==> src/rtl/mult_acc_stage.sv <==
// Dot-product stage behind a 4x4 pipelined multiplier: gates operand issue, tracks the
// multiplier latency with a valid shift chain and saturating-accumulates N_TERMS products.
module mult_acc_stage #(
   parameter int MULT_LAT = 4,
   parameter int PROD_W   = 8,
   parameter int N_TERMS  = 4,
   parameter int ACC_W    = 12
) (
   input  logic              clk,
   input  logic              rst,
   input  logic              clr,
   input  logic              in_valid,
   output logic              in_ready,
   input  logic [PROD_W-1:0] prod,
   output logic              out_valid,
   input  logic              out_ready,
   output logic [ACC_W-1:0]  out_sum,
   output logic              out_sat
);

   localparam int CNT_W = $clog2(N_TERMS + 1);
   localparam logic [CNT_W-1:0] CNT_MAX  = CNT_W'(N_TERMS);
   localparam logic [CNT_W-1:0] CNT_LAST = CNT_W'(N_TERMS - 1);
   localparam logic [CNT_W-1:0] CNT_ONE  = CNT_W'(1);

   typedef enum logic [1:0] {IDLE, ACC, HOLD} state_t;

   state_t              state_q, state_d;
   logic [MULT_LAT-1:0] chain_q, chain_d;
   logic [CNT_W-1:0]    issue_cnt_q, issue_cnt_d;
   logic [CNT_W-1:0]    term_cnt_q, term_cnt_d;
   logic [ACC_W-1:0]    acc_q, acc_d;
   logic                sat_q, sat_d;

   logic                in_fire;
   logic                prod_vld;
   logic [ACC_W:0]      sum;

   assign in_ready  = (state_q != HOLD) && (issue_cnt_q < CNT_MAX);
   assign in_fire   = in_valid && in_ready;
   assign prod_vld  = chain_q[MULT_LAT-1];
   assign sum       = {1'b0, acc_q} + (ACC_W+1)'(prod);

   assign out_valid = (state_q == HOLD);
   assign out_sum   = acc_q;
   assign out_sat   = sat_q;

   always_comb begin
      state_d     = state_q;
      issue_cnt_d = issue_cnt_q;
      term_cnt_d  = term_cnt_q;
      acc_d       = acc_q;
      sat_d       = sat_q;
      chain_d     = '0;

      chain_d[0] = in_fire;
      for (int i = 1; i < MULT_LAT; i++) begin
         chain_d[i] = chain_q[i-1];
      end

      if (in_fire) begin
         issue_cnt_d = issue_cnt_q + CNT_ONE;
      end

      // The carry bit of the widened sum is the overflow flag; sat stays set for the vector.
      if (prod_vld) begin
         term_cnt_d = term_cnt_q + CNT_ONE;
         if (sum[ACC_W]) begin
            acc_d = '1;
            sat_d = 1'b1;
         end else begin
            acc_d = sum[ACC_W-1:0];
         end
      end

      case (state_q)
         IDLE: if (in_fire) state_d = ACC;
         ACC:  if (prod_vld && (term_cnt_q == CNT_LAST)) state_d = HOLD;
         HOLD: begin
            if (out_ready) begin
               state_d     = IDLE;
               acc_d       = '0;
               sat_d       = 1'b0;
               issue_cnt_d = '0;
               term_cnt_d  = '0;
            end
         end
         default: state_d = IDLE;
      endcase

      // Abort drops partial sums and every product still inside the multiplier.
      if (clr) begin
         state_d     = IDLE;
         acc_d       = '0;
         sat_d       = 1'b0;
         issue_cnt_d = '0;
         term_cnt_d  = '0;
         chain_d     = '0;
      end
   end

   always_ff @(posedge clk) begin
      if (rst) begin
         state_q     <= IDLE;
         chain_q     <= '0;
         issue_cnt_q <= '0;
         term_cnt_q  <= '0;
         acc_q       <= '0;
         sat_q       <= 1'b0;
      end else begin
         state_q     <= state_d;
         chain_q     <= chain_d;
         issue_cnt_q <= issue_cnt_d;
         term_cnt_q  <= term_cnt_d;
         acc_q       <= acc_d;
         sat_q       <= sat_d;
      end
   end

   // Issue gating makes a product beyond the last term impossible.
   a_no_extra_term: assert property (@(posedge clk) disable iff (rst)
      !(prod_vld && (term_cnt_q == CNT_MAX)));

endmodule
==> config.mk <==
export PLATFORM = sky130hd
export DESIGN_NAME = mult_acc_stage
export DESIGN_NICKNAME = d
export VERILOG_FILES = /design/src/rtl/mult_acc_stage.sv
export SDC_FILE = /design/constraint.sdc
export NUM_CORES = 1
export LEC_CHECK = 0
export CAP_MARGIN = 40
export CORE_ASPECT_RATIO = 0.6
export CORE_MARGIN = 2
export CORE_UTILIZATION = 50
export DETAILED_ROUTE_END_ITERATION = 8
export PLACE_DENSITY = 0.82
export SLEW_MARGIN = 20
export SYNTH_ARGS = -nofsm -noshare
export SYNTH_HDL_FRONTEND = slang
export SYNTH_SLANG_ARGS = --single-unit
==> constraint.sdc <==
create_clock -name clk -period 2.26 [get_ports clk]
set_input_delay 0.452 -clock clk [delete_from_list [all_inputs] [get_ports clk]]
set_output_delay 0.452 -clock clk [all_outputs]
set_load 0.03 [all_outputs]
==> run summary, run 1 <==
The H-tree depth reported by CTS is 1. With fillers left out, the area of the finished cells amounts to 1740 µm². The initial antenna violation count came out at 0. The proportion of synthesized chip area in sequential cells came out at approximately two fifths. The total power per unit cell area came out at 458 nW/µm². The shortest period the worst path allows came out at ~2.1 ns. The HPWL after detailed placement is 2420 µm.

STA classifies the critical path startpoint as an input pin. The die is around 70 µm wide. The number of setup buffers added after CTS is 0. The max-slew violation total from the final report is 0. The worst-case clock buffer depth is 2.

Dividing the detail-routed wire length by the instance count gives 15.5 µm. The congestion estimate from routability-driven global placement came to between 0.8 and 0.9. The total global-route track usage came out at roughly a quarter. The total wire length after detailed routing came out at between 3000 and 4000 µm.

The count of buffers from port buffering is 27. The arrival time reported for the critical path endpoint came out at around 2.3 ns. After layout, the worst path uses a little over nine tenths of the clock period. In the routed layout, each cell is associated on average with a via count of 5.71. The layout-stage area growth over the synthesis result is 32.0%. The worst path required time came out at 2.42 ns. The path class of the tightest hold or removal check is flop to flop. Setup repair after global routing left no endpoint under its margin. The share of synthesized registers carrying an async set or reset came out at 0%. The post-detailed-route count of antenna-violating nets is 0. The worst clock skew on the final layout came out at between 0.005 and 0.006 ns. The die covers roughly 3000 µm². The count of boundary I/O pins came out at 28.

By count the netlist is led by 25 x dfxtp_1, 12 x nor2_1, 11 x a21oi_1, 11 x ha_1, 10 x nand2_1. The number of synthesized register bits is 25. The tree is rooted in a clkbuf_8. The height of the die came out at 43.7 µm. The final antenna diode count is 0. Max-cap violations in this run came to 0. The worst hold slack is between 0.4 and 0.5 ns. The clock edge transition at the registers on the reported setup and hold paths came out at around 0.090 ns. Measured against its own limit, the worst slew margin works out to about three quarters. The critical path is of the input pin to flop type. Of all cell types, the one taking the most synthesized area is dfxtp_1. The number of buffers created by CTS is 3. After detailed routing, the number of remaining DRC violations is 0.

The maximum number of pins on one net before global-route repair came out at 19. TritonCTS built the clock tree. The layout cell share with drive strength beyond 1 came out at 17.0%. The kind of capture point of the worst setup path is a flop. The synthesis warning total came out at 0. The number of instances in the synthesized netlist is 140. The core area is about 2500 µm². The initial standard-cell utilization of the core is 52.5%. The flow ran to the end, and the final reports show no timing, DRC or antenna violations.

The sum of internal, switching and leakage power came out at 794 µW. The post-layout net count is approximately 200. The synthesized net count is 165. In the post-synthesis netlist, the biggest area contributors are dfxtp_1 38%, ha_1 10%, o221a_2 6.0%. The maximum achievable frequency is around 470 MHz. The floorplan row count is 14. The cell leakage power came out at 0.711 nW. Yosys mapped the design onto 38 distinct sky130hd cell types. The count of clock tree sinks is 25. The final hold violation count came to 0.

Summing every instance area after synthesis gives 1320 µm². In the synthesized netlist the dominant register cell turns out to be dfxtp_1. Setup violations remaining at the end of the flow were counted as 0. The via count of the first global-routing pass came to 1192.

The worst vdd rail ir drop is between 200 and 300 µV. The cell area reported after detailed placement is roughly 1700 µm². The remaining global-route overflow came out at 0. The synthesized area per cell is about 9.4 µm². The first global-routing pass estimated 5570 µm of wire. The number of vias in the routed layout came out at around 1200. The DRC violation total after the first TritonRoute iteration came out at 65. The share of synthesized area in the top cell type comes to between 30% and 40%.

The largest fanout of any net on the critical path came out at 3. The most instantiated library cell after synthesis is dfxtp_1. The count of hold-fix buffers inserted at cts is 0.

The number of enable flip-flop cells after synthesis is 0. At the pin with the least slew margin, the transition time is 0.364 ns. The detailed-routing iteration count for the pre-antenna-repair pass came out at 4. The clock latency reported for the late side of the worst-skew pair is ~0.28 ns.
-- timing repair --
action	4_1_cts	5_1_grt
setup endpoints to repair	11	11
hold endpoints to repair	0	0
pin swaps	0	2
resized for setup	2	2
-- flip-flops by register name, indices dropped and copies added (netlist names) --
| signal | count |
|---|---|
| issue_cnt_q | 3 |
| state_q | 2 |
| term_cnt_q | 3 |
| chain_q | 4 |
| out_sum | 12 |
| out_sat | 1 |
-- where the power goes --
part	switching (mW)	internal [mW]	total, mW
clock	0.155	0.125	0.280
sequential	0.00206	0.444	0.446
combinational	0.0328	0.0357	0.0685
-- path summary, 6_finish.rpt --
check / start / endpoint / slack (ns) / cells past startpoint
max: prod[0] / out_sum[8] / 0.12 / 9
min: chain_q[0] / chain_q[1] / 0.45 / 1
max reg2reg: out_sum[0] / out_sum[8] / 0.38 / 8
min reg2reg: chain_q[0] / chain_q[1] / 0.45 / 1
-- cell families (layout without fill, tap and decap cells) --
| logic type | count (synthesis) | after routing | share of synthesized area (%) |
|---|---|---|---|
| AND/OR/NAND/NOR | 49 | 49 | 19.4 |
| AO/OA/AOI/OAI | 35 | 35 | 20.7 |
| flip-flops | 25 | 25 | 38.1 |
| adder cells (fa/ha/maj) | 12 | 12 | 12.0 |
| buffers and inverters | 9 | 45 | 2.85 |
| XOR/XNOR | 7 | 7 | 4.66 |
| multiplexers | 3 | 3 | 2.28 |
-- layout make-up --
class                           instances  area (µm²)
Fill cell                             181         769
Multi-Input combinational cell        106         791
Sequential cell                        25         500
Timing Repair Buffer                   36         337
Clock buffer                            3        41.3
Inverter                                5        18.8
Tap cell                               32        40.0
Clock inverter                          1        7.51
-- worst max-delay path, cell delays in order --
cell,delay [ns]
clkdlybuf4s50_1,0.41
ha_1,0.23
fa_2,0.38
a21oi_4,0.18
o211ai_2,0.13
buf_4,0.16
nand3_1,0.09
mux2i_1,0.21
nor2_1,0.06
-- cell usage in the layout, fill, tap and decap left out, types with 4 or more instances in the layout --
| master | Yosys | final |
|---|---|---|
| nor2_1 | 12 | 12 |
| dfxtp_1 | 25 | 25 |
| nand2_1 | 10 | 10 |
| buf_4 | 1 | 9 |
| and2_1 | 5 | 5 |
| inv_1 | 5 | 5 |
| nor3_1 | 4 | 4 |
| o221a_2 | 7 | 7 |
| clkdlybuf4s50_1 | 0 | 26 |
| ha_1 | 11 | 11 |
| nand3_1 | 6 | 6 |
| a21oi_1 | 11 | 10 |
| xor2_1 | 4 | 4 |
-- routing by layer --
layer | routed length (µm) | track usage, %
met5 | 0 | 0
met4 | 20 | 9.23
met3 | 248 | 8.14
met2 | 1490 | 38.9
met1 | 1470 | 29.9
-- stage by stage --
| stage | TNS (ns) | setup slack, ns | std cells | util (%) |
|---|---|---|---|---|
| floorplan | 0 | 0.207 | 140 | - |
| global placement | -3.28 | -0.284 | 204 | 66.8 |
| detailed placement | -3.88 | -0.341 | 204 | 66.8 |
| CTS | 0 | 0.0233 | 208 | 68.9 |
| global route | 0 | 0.0155 | 208 | 69.3 |
| finish | 0 | 0.119 | 208 | 69.3 |
Power figures use the tool's default switching activity.
==> run 2: changes to the inputs <==
Settings changed: CORE_UTILIZATION 50 to 45, PLACE_DENSITY 0.82 to 0.75.
==> run summary, run 2 (synthesis results as in run 1) <==
The flow ran to the end, and the final reports show no timing, DRC or antenna violations. The cell leakage power came out at about 0.72 nW. The launch instance of the worst register-to-register path is out_sum[0]. VDD sags by at most ~230 µV.

The DRC violation total after the first TritonRoute iteration came out at 67. The final hold violation count is 0. Entering global routing, the biggest net connects 19 pins. The floorplan has 15 rows. The post-detailed-route wirelength per cell is roughly 13 µm. In this run, CTS created clock tree buffers numbering 3. After clock tree synthesis, the clock-pin slew on the worst setup and hold paths is roughly 0.09 ns.

The cell area after layout is between 1500 and 2000 µm². The final antenna diode count came out at 0. The tree built by TritonCTS fans out to 25 sinks. The last weighted congestion value of the routability-driven placer is 0.751.

The arrival time reported for the critical path endpoint came out at roughly 2.4 ns. The height of the die is ~46 µm. The kind of capture point of the worst setup path is a flop. The via count of the first global-routing pass came out at 1044. The fraction of the cycle the final worst path needs came out at 96.6%.

During I/O placement, the number of pins put on the boundary was 28. The tree is rooted in a clkbuf_8. The non-filler instance count after layout came out at approximately 220. Buffers placed on the I/O ports in this run total 27. The maximum achievable frequency came out at approximately 460 MHz. In this run the cell area measured after placement is between 1500 and 2000 µm². The largest fanout of any net on the critical path is 7.

The library cells used most frequently in the layout, excluding fill and tap cells, are 26 x clkdlybuf4s50_1, 25 x dfxtp_1, 12 x nor2_1. The total power per unit cell area is around 440 nW/µm². Of the cells placed in the final design, the portion with a size suffix greater than 1 is 17.0%. Summing over every cut layer, the via total after detailed routing is approximately 1100. The worst clock skew on the final layout came out at approximately 0.002 ns. The H-tree depth reported by CTS came out at 1. The post-route met1 wirelength came out at approximately 1500 µm. The critical path is of the input pin to flop type. The total global-route track usage came out at 18.0%. The post-detailed-route via-to-cell ratio came out at between 5 and 6. The top routing layer in use is met4. The post-layout net count is about 200.

The worst hold slack is 0.442 ns. The post-detailed-route count of antenna-violating nets is 0. The worst-case clock buffer depth is 2. The width of the die is ~74 µm.

The worst path required time came out at approximately 2.4 ns. Setup repair after global routing left no endpoint under its margin. The library cell used most frequently in the layout, excluding fill and tap cells, is clkdlybuf4s50_1. The worst setup path is launched from an input pin.

The count of hold-fix buffers inserted at cts is 0. At the pin with the least slew margin, the transition time is between 0.3 and 0.4 ns. Once placement completed, the tool counted placed cells totaling 214. The global-route wire length before repair is 4570 µm. In this run the most critical hold path is launched from chain_q[0].

The later pin in the worst-skew pair is clocked with a latency of between 0.2 and 0.3 ns. The met2 layer wire length in the routed design came out at 1170 µm. The accumulated negative setup slack came out at 0 ns. The register with the most flip-flops in the layout has 12 of them. The largest stage delay on the critical path is roughly 0.41 ns. On the critical path, the stage with the largest delay is an instance of clkdlybuf4s50_1. The routed length on met3 came out at 110 µm. The HPWL reported at the end of detailed placement came out at 2150 µm. The final worst-path setup slack came out at 0.0776 ns. The initial standard-cell utilization of the core is 46.4%. The initial antenna violation count came out at 0. The sum of internal, switching and leakage power came out at roughly 780 µW.

In this run the worst setup path begins at prod[0]. The max-slew violation total from the final report is 0. The max capacitance violation total is 0. The area enclosed by the die boundary came out at 3390 µm².

The worst slack after detailed placement came out at -0.331 ns. The DRC violation count after routing is 0. TritonCTS built the clock tree.

The min-delay analysis places its worst path in the category flop to flop. Headroom to the max-slew limit came out at between 70% and 80%. The shortest period the worst path allows is approximately 2.2 ns. The layout-stage area growth over the synthesis result came out at 33.1%.

After detailed routing, the total wire length is 2850 µm. The core area is approximately 2800 µm². For this run the aggregate overflow at the end of global routing stands at 0. The core occupancy in the finished layout came out at a little over 60%. The setup violation total in the final timing report came out at 0. Walking the worst path, the cells encountered are clkdlybuf4s50_1 -> ha_1 -> fa_2 -> a21oi_2 -> o211ai_2 -> nand3_1 -> nand2_2 -> o221a_2. The detailed-routing iteration count for the pre-antenna-repair pass came out at 4.
run 2: cell type report:
class | count | area, µm²
multi-input cells | 106 | 792
well taps | 42 | 52.6
fillers | 253 | 1080
repair buffers | 36 | 340
flip-flops and latches | 25 | 500
clock buffers | 3 | 41.3
clock inverters | 1 | 5.00
inverters | 5 | 18.8
run 2: path summary, 6_finish.rpt:
path | end | slack, ns | cells past startpoint
max | out_sum[0] | 0.08 | 8
min | chain_q[1] | 0.44 | 1
min reg2reg | chain_q[1] | 0.44 | 1
max reg2reg | out_sum[0] | 0.36 | 7
run 2: critical path, delay by kind of cell:
family	cells	cell delay, ns
adders and majority gates	2	0.58
and+or+nand+nor	2	0.29
buffers and inverters	1	0.41
AOI/OAI and AO/OA	3	0.60
run 2: what timing repair did:
action,in CTS,in global routing
setup buffers,0,0
resized for setup,1,3
pin swaps,0,1
gates cloned,0,0
endpoints found under the setup margin,9,11
run 2: layer usage:
metal	global-route usage, %	up-vias
met5	0	-
met4	5.45	0
met3	4.65	5
met2	26.4	23
met1	25.7	530
li1	-	584
run 2: power by group:
group / internal (mW) / total (mW) / switching (mW)
registers: 0.443 / 0.445 / 0.00174
clock network: 0.123 / 0.268 / 0.144
logic: 0.0354 / 0.0657 / 0.0303
total: 0.602 / 0.779 / 0.176
==> variant (config.mk and constraints of run 2) <==
Change the parameter `N_TERMS` from 4 to 8.
--- a/src/rtl/mult_acc_stage.sv
+++ b/src/rtl/mult_acc_stage.sv
@@ -4,5 +4,5 @@
    parameter int MULT_LAT = 4,
    parameter int PROD_W   = 8,
-   parameter int N_TERMS  = 4,
+   parameter int N_TERMS  = 8,
    parameter int ACC_W    = 12
 ) (
Formal check against the unedited RTL: not equivalent (a bounded check fails within 10 cycles, from zero or initial values).
==> variant against run 2 <==
- clock skew shrank 0.50 ps
- power grew 7.8%
- final cell count grew 9.2%
- sequential cell count increased by 2
- synthesized area rose by 3.2%
- design area up 6.6%
- register-to-register slack worse by 200 ps
- worst setup slack improved by 13 ps
- wire length grew 15%
- die area up 3.0%
- critical path type unchanged
- largest cell class unchanged
==> variant: results (changes against run 2) <==
Global route
  • Gr usage total: 0.202 (was 0.180)
  • Vias in the first global route: 1,134 (was 1,044)
  • First-pass GRT wire length: 5190 um (was 4570 um)

Cells and area
  • Multi-input gates: 118 (was 106)
  • Non-Clock Inverter Count: 3 (was 5)
  • Multi-input gate area: 817 sq um (was 792 sq um)
  • Post-Layout Cell Count: 238 (was 218)
  • # nets final: 221 (was 202)
  • FILL cells: 231 (was 253)
  • Clock network area share: 0.0261 (was 0.0264)
  • Buffering overhead: 0.212 (was 0.194)
  • Fraction of area in registers: 0.290 (was 0.286)
  • Layout cell share with drive strength beyond 1: 0.153 (was 0.170)

Synthesis
  • Syn nets: 177 (was 165)
  • Unique masters post-synth: 32 (was 38)
  • Mux contribution to synthesized area: 0.0221 (was 0.0228)
  • Synth cell count leaders: 30 x nor2_1, 27 x dfxtp_1, 10 x ha_1, 10 x nand2_1 (was 25 x dfxtp_1, 12 x nor2_1, 11 x a21oi_1, 11 x ha_1, 10 x nand2_1)
  • Post-Synth XOR/XNOR Area: 0.0710 (was 0.0466)
  • Area contributors post-synth: dfxtp_1 40%, ha_1 9.2%, nor2_1 8.3% (was dfxtp_1 38%, ha_1 10%, o221a_2 6.0%)

Detailed routing
  • Vias per cell: 5.25 (was 5.24)

Outcome
  • Status: completed (unchanged)

Timing
  • Worst setup margin: 90.4 ps (was 77.6 ps)

Critical path
  • Worst setup startpoint: prod[2] (was prod[0])
  • R2R Setup Slk: 160 ps (was 360 ps)
  • R2R Path End: out_sum[11] (was out_sum[0])
  • Crit path to: out_sum[1] (was out_sum[0])
  • R2R cell count: 9 (was 7)

Power and ir drop
  • Int Pwr: 645 uW (was 602 uW)
  • Worst VDD drop: 0.249 mV (was 0.226 mV)

Placement
  • Hpwl dp: 2420 um (was 2150 um)
  • Place WS: -572 ps (was -331 ps)
[variant: cell count changes after synthesis, sizes merged, moves of 3 or more]
cell           run 2  this run
a21oi             13         8
a311oi             1         8
o221a              7         0
and2               6         3
xor2               4         7
nor2              12        30
[variant: timing repair]
item | 4_1_cts | 5_1_grt
setup endpoints to repair | 13 | 6
setup buffers | 2 | 0
gates resized for setup | 4 | 4
pin swaps | 4 | 1
[variant: power groups by stage]
| stage | logic (mW) | registers (mW) | clock network [mW] |
|---|---|---|---|
| 2_1_floorplan | 0.0305 | 0.492 | 0 |
| 3_3_place_gp | 0.0678 | 0.492 | 0 |
| 3_5_place_dp | 0.0702 | 0.492 | 0 |
| 4_1_cts | 0.0706 | 0.481 | 0.290 |
| 5_1_grt | 0.0811 | 0.482 | 0.303 |
| 6_report | 0.0751 | 0.481 | 0.283 |
[variant: routing by layer]
layer	part of all wire	track usage
met5	0	0
met4	0.0079	0.0500
met3	0.035	0.0481
met2	0.48	0.365
met1	0.48	0.245
